`src/rtl/bus_arbiter4_16b_pkg.sv`:
```
// rtl/bus_arbiter4_16b_pkg.sv - shared state codes and pick result type for the 4-way bus arbiter
package bus_arbiter4_16b_pkg;

   localparam logic [1:0] ARB_IDLE = 2'b00;
   localparam logic [1:0] ARB_BUSY = 2'b01;

   typedef struct packed {
      logic       found;
      logic [1:0] idx;
   } pick_t;

endpackage

```
`src/rtl/bus_arbiter4_16b_mux4.sv`:
```
// rtl/bus_arbiter4_16b_mux4.sv - 4:1 16-bit data mux steering the granted requester onto the bus
module mux4_16b (
   input  logic [15:0] a,
   input  logic [15:0] b,
   input  logic [15:0] c,
   input  logic [15:0] d,
   input  logic [1:0]  sel,
   output logic [15:0] o
);

   // Pure combinational select; no data registering.
   always_comb begin
      o = a;
      case (sel)
         2'd0: o = a;
         2'd1: o = b;
         2'd2: o = c;
         2'd3: o = d;
         default: o = a;
      endcase
   end

endmodule

```
`src/rtl/bus_arbiter4_16b.sv`:
```
// rtl/bus_arbiter4_16b.sv - round-robin arbiter granting one of four requesters a shared 16-bit bus
module bus_arbiter4_16b
   import bus_arbiter4_16b_pkg::*;
#(
   parameter int MAX_HOLD = 16,
   parameter int HOLD_W   = 5
) (
   input  logic        clk,
   input  logic        reset,
   input  logic [3:0]  req,
   input  logic        ack,
   input  logic [15:0] data_a,
   input  logic [15:0] data_b,
   input  logic [15:0] data_c,
   input  logic [15:0] data_d,
   output logic [3:0]  gnt,
   output logic [1:0]  sel,
   output logic        bus_valid,
   output logic [15:0] bus_data,
   output logic        timeout
);

   localparam logic [HOLD_W-1:0] HOLD_LAST = HOLD_W'(MAX_HOLD - 1);

   logic [1:0]        state;
   logic [1:0]        ptr;
   logic [HOLD_W-1:0] hold_cnt;
   pick_t             pick;
   logic              rel_ack;
   logic              rel_drop;
   logic              rel_hold;
   logic              release_now;

   // First requester found scanning ptr, ptr+1, ptr+2, ptr+3 (mod 4).
   // The loop runs from the farthest offset down so the nearest hit wins.
   function automatic pick_t rr_pick(input logic [3:0] r, input logic [1:0] p);
      pick_t      res;
      logic [1:0] c;
      res = '0;
      for (int i = 3; i >= 0; i--) begin
         c = p + i[1:0];
         if (r[c]) begin
            res.found = 1'b1;
            res.idx   = c;
         end
      end
      return res;
   endfunction

   // Winner search and release conditions for the current cycle.
   always_comb begin
      pick        = rr_pick(req, ptr);
      rel_ack     = ack;
      rel_drop    = ~req[sel];
      rel_hold    = (hold_cnt == HOLD_LAST);
      release_now = rel_ack | rel_drop | rel_hold;
   end

   // Grant FSM: IDLE picks a winner, BUSY holds it until ack, drop or hold limit.
   always_ff @(posedge clk) begin
      if (reset) begin
         state     <= ARB_IDLE;
         gnt       <= 4'b0000;
         sel       <= 2'b00;
         bus_valid <= 1'b0;
         timeout   <= 1'b0;
         ptr       <= 2'b00;
         hold_cnt  <= '0;
      end else begin
         timeout <= 1'b0;
         case (state)
            ARB_IDLE: begin
               if (pick.found) begin
                  gnt       <= 4'b0001 << pick.idx;
                  sel       <= pick.idx;
                  bus_valid <= 1'b1;
                  hold_cnt  <= '0;
                  state     <= ARB_BUSY;
               end
            end
            ARB_BUSY: begin
               if (release_now) begin
                  gnt       <= 4'b0000;
                  sel       <= 2'b00;
                  bus_valid <= 1'b0;
                  ptr       <= sel + 2'd1;
                  hold_cnt  <= '0;
                  // Only a pure hold-limit release is reported as a timeout.
                  timeout   <= rel_hold & ~rel_ack & ~rel_drop;
                  state     <= ARB_IDLE;
               end else begin
                  hold_cnt <= hold_cnt + 1'b1;
               end
            end
            default: begin
               gnt       <= 4'b0000;
               sel       <= 2'b00;
               bus_valid <= 1'b0;
               hold_cnt  <= '0;
               state     <= ARB_IDLE;
            end
         endcase
      end
   end

   mux4_16b u_mux (
      .a   (data_a),
      .b   (data_b),
      .c   (data_c),
      .d   (data_d),
      .sel (sel),
      .o   (bus_data)
   );

endmodule

```
`config.mk`:
```
export PLATFORM = sky130hd
export DESIGN_NAME = bus_arbiter4_16b
export DESIGN_NICKNAME = d
export VERILOG_FILES = /design/src/rtl/bus_arbiter4_16b_pkg.sv /design/src/rtl/bus_arbiter4_16b_mux4.sv /design/src/rtl/bus_arbiter4_16b.sv
export SDC_FILE = /design/constraint.sdc
export NUM_CORES = 1
export LEC_CHECK = 0
export ABC_CLOCK_PERIOD_IN_PS = 3600
export CAP_MARGIN = 30
export CORE_ASPECT_RATIO = 0.7
export CORE_MARGIN = 2
export CORE_UTILIZATION = 36
export DETAILED_ROUTE_END_ITERATION = 7
export PLACE_DENSITY = 0.95
export SETUP_SLACK_MARGIN = 0.1
export SLEW_MARGIN = 20
export SYNTH_ARGS = -nofsm -noshare
export SYNTH_HDL_FRONTEND = slang
export SYNTH_HIERARCHICAL = 1
export SYNTH_SLANG_ARGS = --single-unit
```
`constraint.sdc`:
```
create_clock -name clk -period 3.6 [get_ports clk]
set_input_delay 0.36 -clock clk [delete_from_list [all_inputs] [get_ports clk]]
set_output_delay 0.36 -clock clk [all_outputs]
set_load 0.05 [all_outputs]
```
Yosys cells after proc, flatten, opt, wreduce, memory -nomap -nowiden
Cells that the tools add are included.
{ "totals": {"input_bits": 71, "word_cells": 67, "ff_bits": 17, "out_inout_bits": 24} }
{ "classes": {"n_eq_ne": 7, "bitwise_logic": 8, "n_lt_le_gt_ge": 5, "n_mux": 29, "add_sub_neg": 5, "reduce_logical": 5, "n_shift": 1} }
{ "ops": {"columns": ["cell", "count"], "rows": [
  ["16-bit one-hot mux with 4 select lines", 1],
  ["2-bit by 3-bit < comparator with 1-bit output (second input constant)", 5],
  ["3-bit two-way mux", 4],
  ["1-bit binary-select mux with 2-bit select", 5],
  ["5-bit two-way mux", 2],
  ["5-bit one-hot mux with 2 select lines", 1],
  ["4-bit two-way mux", 2],
  ["2-bit one-hot mux with 2 select lines", 2],
  ["4-bit one-hot mux with 2 select lines", 1],
  ["1-bit two-way mux", 7],
  ["2-bit two-way mux", 3],
  ["5-bit by 1-bit adder with 5-bit output (second input constant)", 1],
  ["5-bit by 4-bit == test with 1-bit output (second input constant)", 1],
  ["2-bit by 1-bit adder with 2-bit output (second input constant)", 2],
  ["2-bit adder (second input constant)", 2],
  ["2-bit by 1-bit == test with 1-bit output (second input constant)", 2],
  ["2-bit == test (second input constant)", 2],
  ["2-bit logical NOT", 2],
  ["2-bit != test (second input constant)", 2],
  ["1-bit NOT", 4],
  ["2-bit AND reduction", 2],
  ["1-bit by 2-bit << shifter with 4-bit output (first input constant)", 1],
  ["3-bit OR reduction", 1],
  ["1-bit AND", 2],
  ["2 further kinds", 3]
]} }

Logic depth before layout (Yosys ltp)
Gate-level depths: netlist of run 1.
{ "depth": {"word_depth": 10, "ltp_mapped": 7, "depth_no_buf": 7} }

Hierarchy
Netlist of run 1, hierarchy kept.
{ "by_module_without_submodules": {"columns": ["module", "seq_area_each_um2", "area_per_inst_um2", "cells_per_inst", "instances"], "rows": [
  ["bus_arbiter4_16b", 300.3, 777.0, 83, 1],
  ["mux4_16b", 0.0, 424.2, 20, 1]
]} }

Least setup slack after synthesis of run 1
No wires, ideal clock.
{ "synth_path": {"path_type": "flip-flop to output port", "from": "register sel[0]", "to": "output bus_data[0]", "path_buffers": 1, "required_time_ns": 3.240, "slack_ns": 1.468, "path_stages_with_launch": 3, "arrival_ns": 1.772, "path_cell_list": "dfxtp_1 buf_6 mux4_1"} }
{ "synth_between": {"elab_chain_len": 2, "elab_cells_between_ends": 5, "cone_classes": "3 x eq/ne; 1 x mux; 1 x reduce/logical"} }
{ "synth_rtl": {"columns": ["element", "line_no", "rtl"], "rows": [
  ["from (decl)", "bus_arbiter4_16b.sv:17", "output logic [1:0] sel,"],
  ["from (signal assigned)", "bus_arbiter4_16b.sv:75", "sel <= pick.idx;"],
  ["2-bit == test, or another cell as far along", "bus_arbiter4_16b_mux4.sv:14", "case (sel)"],
  ["16-bit one-hot mux with 4 select lines *", "bus_arbiter4_16b_mux4.sv:14", null],
  ["to (decl)", "bus_arbiter4_16b.sv:19", "output logic [15:0] bus_data,"]
]} }
Mark *: on every way between the ends. The rest lies on a longest branch, timed or not.

Worst setup path after layout of run 1
{ "layout_path": {"from": "register sel[0]", "to": "output bus_data[5]"} }
Same word-level chain as after synthesis.

==> flow_summary.ini, run 1 <==
[die]
start_util_pct = 37.9
rows = 17
top_level_ports = 95
fp.dieH_um = 52.3
fp.coreArea_um2 = 3170
die_w_um = 73.0
die_area_um2 = 3820

[worst_setup_path]
arrival_ns = 2.52
crit_required_ns = 3.24
worst-setup-path-type = register to primary output
cp_max_fo = 12
endpoint_kind = primary output
cp-start-kind = register

[detailed_routing]
drt-total-wl_mm = 4.09
drt-pass1-iter-count = 4
num_vias = 1268
vias_per_cell = 5.44
drtAntennaViolNets = 0
drtIter0Drc = 17
drcViolationCount = 0
wire_per_inst_um = 17.5

[synth]
syn-num-nets = 176
ys_top_cells_by_area = dfxtp_1, mux4_2, mux4_1
yosys.area_share.simple_pct = 15.0
netlist_area_um2 = 1200
synth_fa_ha_area_share_pct = 2.08
ys_seq_area_share_pct = 25.0
synth_top_area_share_pct = 25.0
ys.warnings.count = 6
synth.most_common_cell = dfxtp_1
postSynthAreaPerCell_um2 = 11.7
synth_mux_area_share_pct = 36.6
synthCells = 103
async_reset_ff_share_pct = 0
netlist_top_cells_count = dfxtp_1, mux4_2, nor2_1, mux4_1
synth_edf_count = 0
synthDistinctLibCells = 38
synthFlopType = dfxtp_1
yosys.area_share.xor_xnor_pct = 0.729
synth_area_leader_cell = dfxtp_1
synth_top_family_by_area = multiplexers
synth_compound_area_share_pct = 14.5
ys_seq_elements = 15

[cells_and_area]
seq_area_um2 = 300
area_growth_pct = 82.4
design_area_um2 = 2190
multi_input_area_um2 = 827
drive_gt1_share_pct = 10.3
diodes = 0
fin_nets = 269
fill_cells = 238

[pwr]
finalPower_mw = 0.695
p_leak_nw = 0.771
irDropWorstVdd_mv = 0.308
power.density_nw_per_um2 = 317

[clock_network]
post-cts-setup-buffer-count = 0
cts_tree = done
root_buffer = clkbuf_8
hold_buffers = 0
htree_levels = 1
cts_buffers = 3
clk_pin_slew_ns = 0.06
cts_sinks = 15
insertion_delay_ns = 0.25
cts_buffer_depth = 2
postCtsResizedCells = 0

[timing]
min_period_ns = 2.88
worst_hold_slack_ns = 0.479
fin_skew_ns = 0.00243
hold_viol_final = 0
tightest_slew_ns = 0.699
post-route-period-util_pct = 80.0
setup_viol = 0
fin_setup_tns_ns = 0
layout_setup_ws_ns = 0.718
slew_viol_final = 0
max_freq_ghz = 0.347
rsz0062_at_grt = no
slew_headroom_pct = 53.0

[min_path]
min_path_type = register to register

[outcome]
outcome = complete, no violations

[global_routing]
grt_usage_pct = 20.9
antenna_found_initial = 0
grt_pass1_wl_mm = 5.94
grt_pass1_vias = 1232
grt_max_degree = 17
grt-ovfl-total = 0

[placed_design]
post-place-ws_ns = 0.980
placed_area_um2 = 2150
gp_congestion = 0.817
portBuffers = 94
dpl.hpwl_mm = 3.48

[run]
maxCapViolCount = 0
## per-stage QoR
step                      instances  util [%]
after CTS                       233      69.1
after floorplan                 103         -
after global placement          229      67.7
final                           233      69.1
after detailed placement        229      67.7
after global routing            233      69.1
## final timing paths
check	end	depth (start not counted)	slack, ns	start
worst max register to register	sel[0]$_SDFFE_PP0P_	7	1.54	hold_cnt[0]$_SDFFE_PP0P_
worst min-delay path	gnt[2]$_SDFFE_PP0P_	1	0.48	gnt[2]$_SDFFE_PP0P_
worst min register to register	gnt[2]$_SDFFE_PP0P_	1	0.48	gnt[2]$_SDFFE_PP0P_
worst max-delay path	bus_data[5]	3	0.72	sel[0]$_SDFFE_PP0P_
## area by class of cell
type | count | share of cell area, %
well taps | 38 | 2.17
clock buffers | 4 | 2.06
flip-flops and latches | 15 | 13.7
multi-input cells | 76 | 37.7
repair buffers | 96 | 43.6
inverters | 4 | 0.685
## logic make-up after synthesis
group | count (synthesis)
flops | 15
fa+ha+maj | 2
mux | 21
compound gates | 20
buf+inv | 12
xor+xnor | 1
simple gates | 32
## critical path, cell delays in order, from the launching register on
cell	delay [ns]
dfxtp_1	0.67
buf_4	0.34
mux4_2	0.52
clkdlybuf4s50_1	0.74
## power by group
part / internal [mW] / switching, mW
clock network: 0.0784 / 0.0558
logic: 0.180 / 0.188
registers: 0.176 / 0.0158
total: 0.435 / 0.260
## layout by cell type (no fill, tap or decap), types with 2 or more instances in the layout
master,count
clkdlybuf4s50_1,94
nor2_1,9
mux4_1,6
a21oi_1,3
clkbuf_8,3
a22oi_1,2
nor4_1,2
a211oi_1,2
nor3_1,4
nand3_1,2
ha_1,2
a22o_1,2
nand3b_1,2
inv_1,4
mux4_2,10
mux2i_1,3
a31oi_1,2
nand2_1,4
a32o_1,4
dfxtp_1,15
buf_4,2
nand2b_1,2
## layer usage
layer | vias to the layer above | share of wire (%) | GRT usage [%]
met1 | 605 | 41 | 23.3
li1 | 605 | - | -
met5 | - | 0 | 0
met3 | 5 | 9.0 | 6.73
met4 | 0 | 1.2 | 6.17
met2 | 53 | 49 | 38.1
## state kept, by name, indices dropped and copies added (netlist names)
signal     cells
gnt            4
sel            2
timeout        1
bus_valid      1
hold_cnt       5
ptr            2
(Power assumes the default switching activity.)
==> run 2, diff against run 1 <==
--- a/config.mk
+++ b/config.mk
@@ -5,13 +5,13 @@
 export SDC_FILE = /design/constraint.sdc
 export NUM_CORES = 1
 export LEC_CHECK = 0
-export ABC_CLOCK_PERIOD_IN_PS = 3600
+export ABC_CLOCK_PERIOD_IN_PS = 2700
 export CAP_MARGIN = 30
 export CORE_ASPECT_RATIO = 0.7
 export CORE_MARGIN = 2
-export CORE_UTILIZATION = 36
+export CORE_UTILIZATION = 33
 export DETAILED_ROUTE_END_ITERATION = 7
-export PLACE_DENSITY = 0.95
+export PLACE_DENSITY = 0.88
 export SETUP_SLACK_MARGIN = 0.1
 export SLEW_MARGIN = 20
 export SYNTH_ARGS = -nofsm -noshare
==> constraint.sdc (replaced) <==
create_clock -name clk -period 2.7 [get_ports clk]
set_input_delay 0.27 -clock clk [delete_from_list [all_inputs] [get_ports clk]]
set_output_delay 0.27 -clock clk [all_outputs]
set_load 0.05 [all_outputs]
==> flow_summary.ini, run 2 (same netlist as run 1, synthesis figures left out) <==
[placed_design]
placed_area_um2 = 2120
portBuffers = 94
gp_congestion = 0.739
dpl.hpwl_mm = 3.35

[clock_network]
cts_sinks = 15
htree_levels = 1
clk_pin_slew_ns = 0.06
cts_tree = done
root_buffer = clkbuf_8
hold_buffers = 0
cts_buffer_depth = 2
post-cts-setup-buffer-count = 0
cts_buffers = 3
postCtsResizedCells = 0
insertion_delay_ns = 0.24

[cells_and_area]
reg_top3 = hold_cnt (5), gnt (4)
final_common_cell = clkdlybuf4s50_1
top_register = hold_cnt
largest_register_ffs = 5
diodes = 0
design_area_um2 = 2170
layout_common_cells = clkdlybuf4s50_1, buf_4, dfxtp_1
fin_util_pct = 61.7
area_growth_pct = 80.4
fin_nets = 269
fill_cells = 280
drive_gt1_share_pct = 19.0

[pwr]
irDropWorstVdd_mv = 0.477
p_leak_nw = 0.788
power.density_nw_per_um2 = 421

[global_routing]
grt_max_degree = 18
grt_pass1_vias = 1170
grt-ovfl-total = 0
grt_usage_pct = 18.5
grt_pass1_wl_mm = 5.89
antenna_found_initial = 0

[worst_setup_path]
cp-start-kind = register
r2r-start = hold_cnt[0]$_SDFFE_PP0P_
crit_required_ns = 2.43
rrSetupSlack_ns = 0.63
crit_chain = buf_4, mux4_2, buf_4
cp_max_fo = 13
cpMaxStageDelayCell = dfxtp_1
reg2reg_depth = 7
slowest_delay_ns = 0.71
crit_top_cell = buf_4
crit_family = flip-flops
endpoint_kind = primary output
arrival_ns = 2.03
reg2reg_to = sel[0]$_SDFFE_PP0P_
worst-setup-path-type = register to primary output
worstPathBufferInverterCount = 2

[timing]
slew_viol_final = 0
worst_hold_slack_ns = 0.480
rsz0062_at_grt = no
fin_setup_tns_ns = 0
hold_viol_final = 0
slew_headroom_pct = 53.4
fin_skew_ns = 0.00375
tightest_slew_ns = 0.694
post-route-period-util_pct = 85.2
min_period_ns = 2.30
setup_viol = 0
max_freq_ghz = 0.435

[min_path]
hp-start = gnt[1]$_SDFFE_PP0P_
min_path_cells = 1
min_to = gnt[1]$_SDFFE_PP0P_
min_path_type = register to register

[die]
die_area_um2 = 4150
fp.coreArea_um2 = 3510
start_util_pct = 34.2
fp.dieH_um = 54.5
top_level_ports = 95
rows = 18
die_w_um = 76.1

[detailed_routing]
drtAntennaViolNets = 0
drt-total-wl_mm = 3.93
drcViolationCount = 0
wire_per_inst_um = 16.0
drt-pass1-iter-count = 4
num_vias = 1249
drtIter0Drc = 19
vias_per_cell = 5.10

[outcome]
outcome = complete, no violations

[run]
maxCapViolCount = 0
## run 2: changes by cell type in the layout (fill, tap and decap cells not counted)
cell,change
buf_4,+16
clkbuf_1,-1
clkdlybuf4s50_1,-16
clkinv_2,+1
## run 2: per-layer routing
metal	track usage, %	vias to the layer above	share of wire [%]
li1	-	606	-
met1	23.2	585	44
met2	33.8	58	49
met3	5.78	0	7.5
met4	0.909	0	0
met5	0	-	0
## run 2: worst register-to-register path, stage by stage, from the launching register on
cell and delay (ns):
dfxtp_1 0.33, ha_1 0.22, and3_1 0.19, ha_1 0.24
nor3b_1 0.37, a221oi_4 0.17, nor3_4 0.29, a22o_1 0.20
## run 2: power by group
part / internal, mW / switching, mW
logic: 0.229 / 0.251
clock network: 0.102 / 0.0748
registers: 0.235 / 0.0203
total: 0.565 / 0.346
## run 2: cell type report
type	count	area (um2)	share of cell area, %
Inverter	4	15.0	0.693
Sequential cell	15	300	13.9
Tap cell	50	62.6	2.89
Clock buffer	3	41.3	1.91
Clock inverter	1	5.00	0.231
Timing Repair Buffer	96	916	42.3
Multi-Input combinational cell	76	827	38.2
## run 2: worst max-delay path by stage
stage | from | end | slack, ns | cells after the start
2_1_floorplan | sel[0]$_SDFFE_PP0P_ | bus_data[0] | 0.66 | 2
3_3_place_gp | req[3] | sel[1]$_SDFFE_PP0P_ | 0.70 | 5
3_5_place_dp | hold_cnt[0]$_SDFFE_PP0P_ | sel[0]$_SDFFE_PP0P_ | 0.63 | 7
4_1_cts | sel[0]$_SDFFE_PP0P_ | bus_data[6] | 0.40 | 3
5_1_grt | sel[0]$_SDFFE_PP0P_ | bus_data[6] | 0.30 | 3
6_report | sel[0]$_SDFFE_PP0P_ | bus_data[6] | 0.40 | 3
## run 2: through the flow
step	total power, mW	worst slack (ns)	cells
6_report	0.911	0.401	245
3_3_place_gp	0.732	0.699	241
5_1_grt	0.959	0.304	245
3_5_place_dp	0.740	0.627	241
2_1_floorplan	0.553	0.658	103
4_1_cts	0.921	0.398	245
==> run 3, diff against run 2 <==
--- a/config.mk
+++ b/config.mk
@@ -10,9 +10,11 @@
 export CORE_ASPECT_RATIO = 0.7
 export CORE_MARGIN = 2
 export CORE_UTILIZATION = 33
+export CTS_CLUSTER_DIAMETER = 150
 export DETAILED_ROUTE_END_ITERATION = 7
 export PLACE_DENSITY = 0.88
 export SETUP_SLACK_MARGIN = 0.1
+export SKIP_CTS_REPAIR_TIMING = 1
 export SLEW_MARGIN = 20
 export SYNTH_ARGS = -nofsm -noshare
 export SYNTH_HDL_FRONTEND = slang
==> results of run 3 <==
No change in the layout: final DEF, timing and power equal those of run 2.
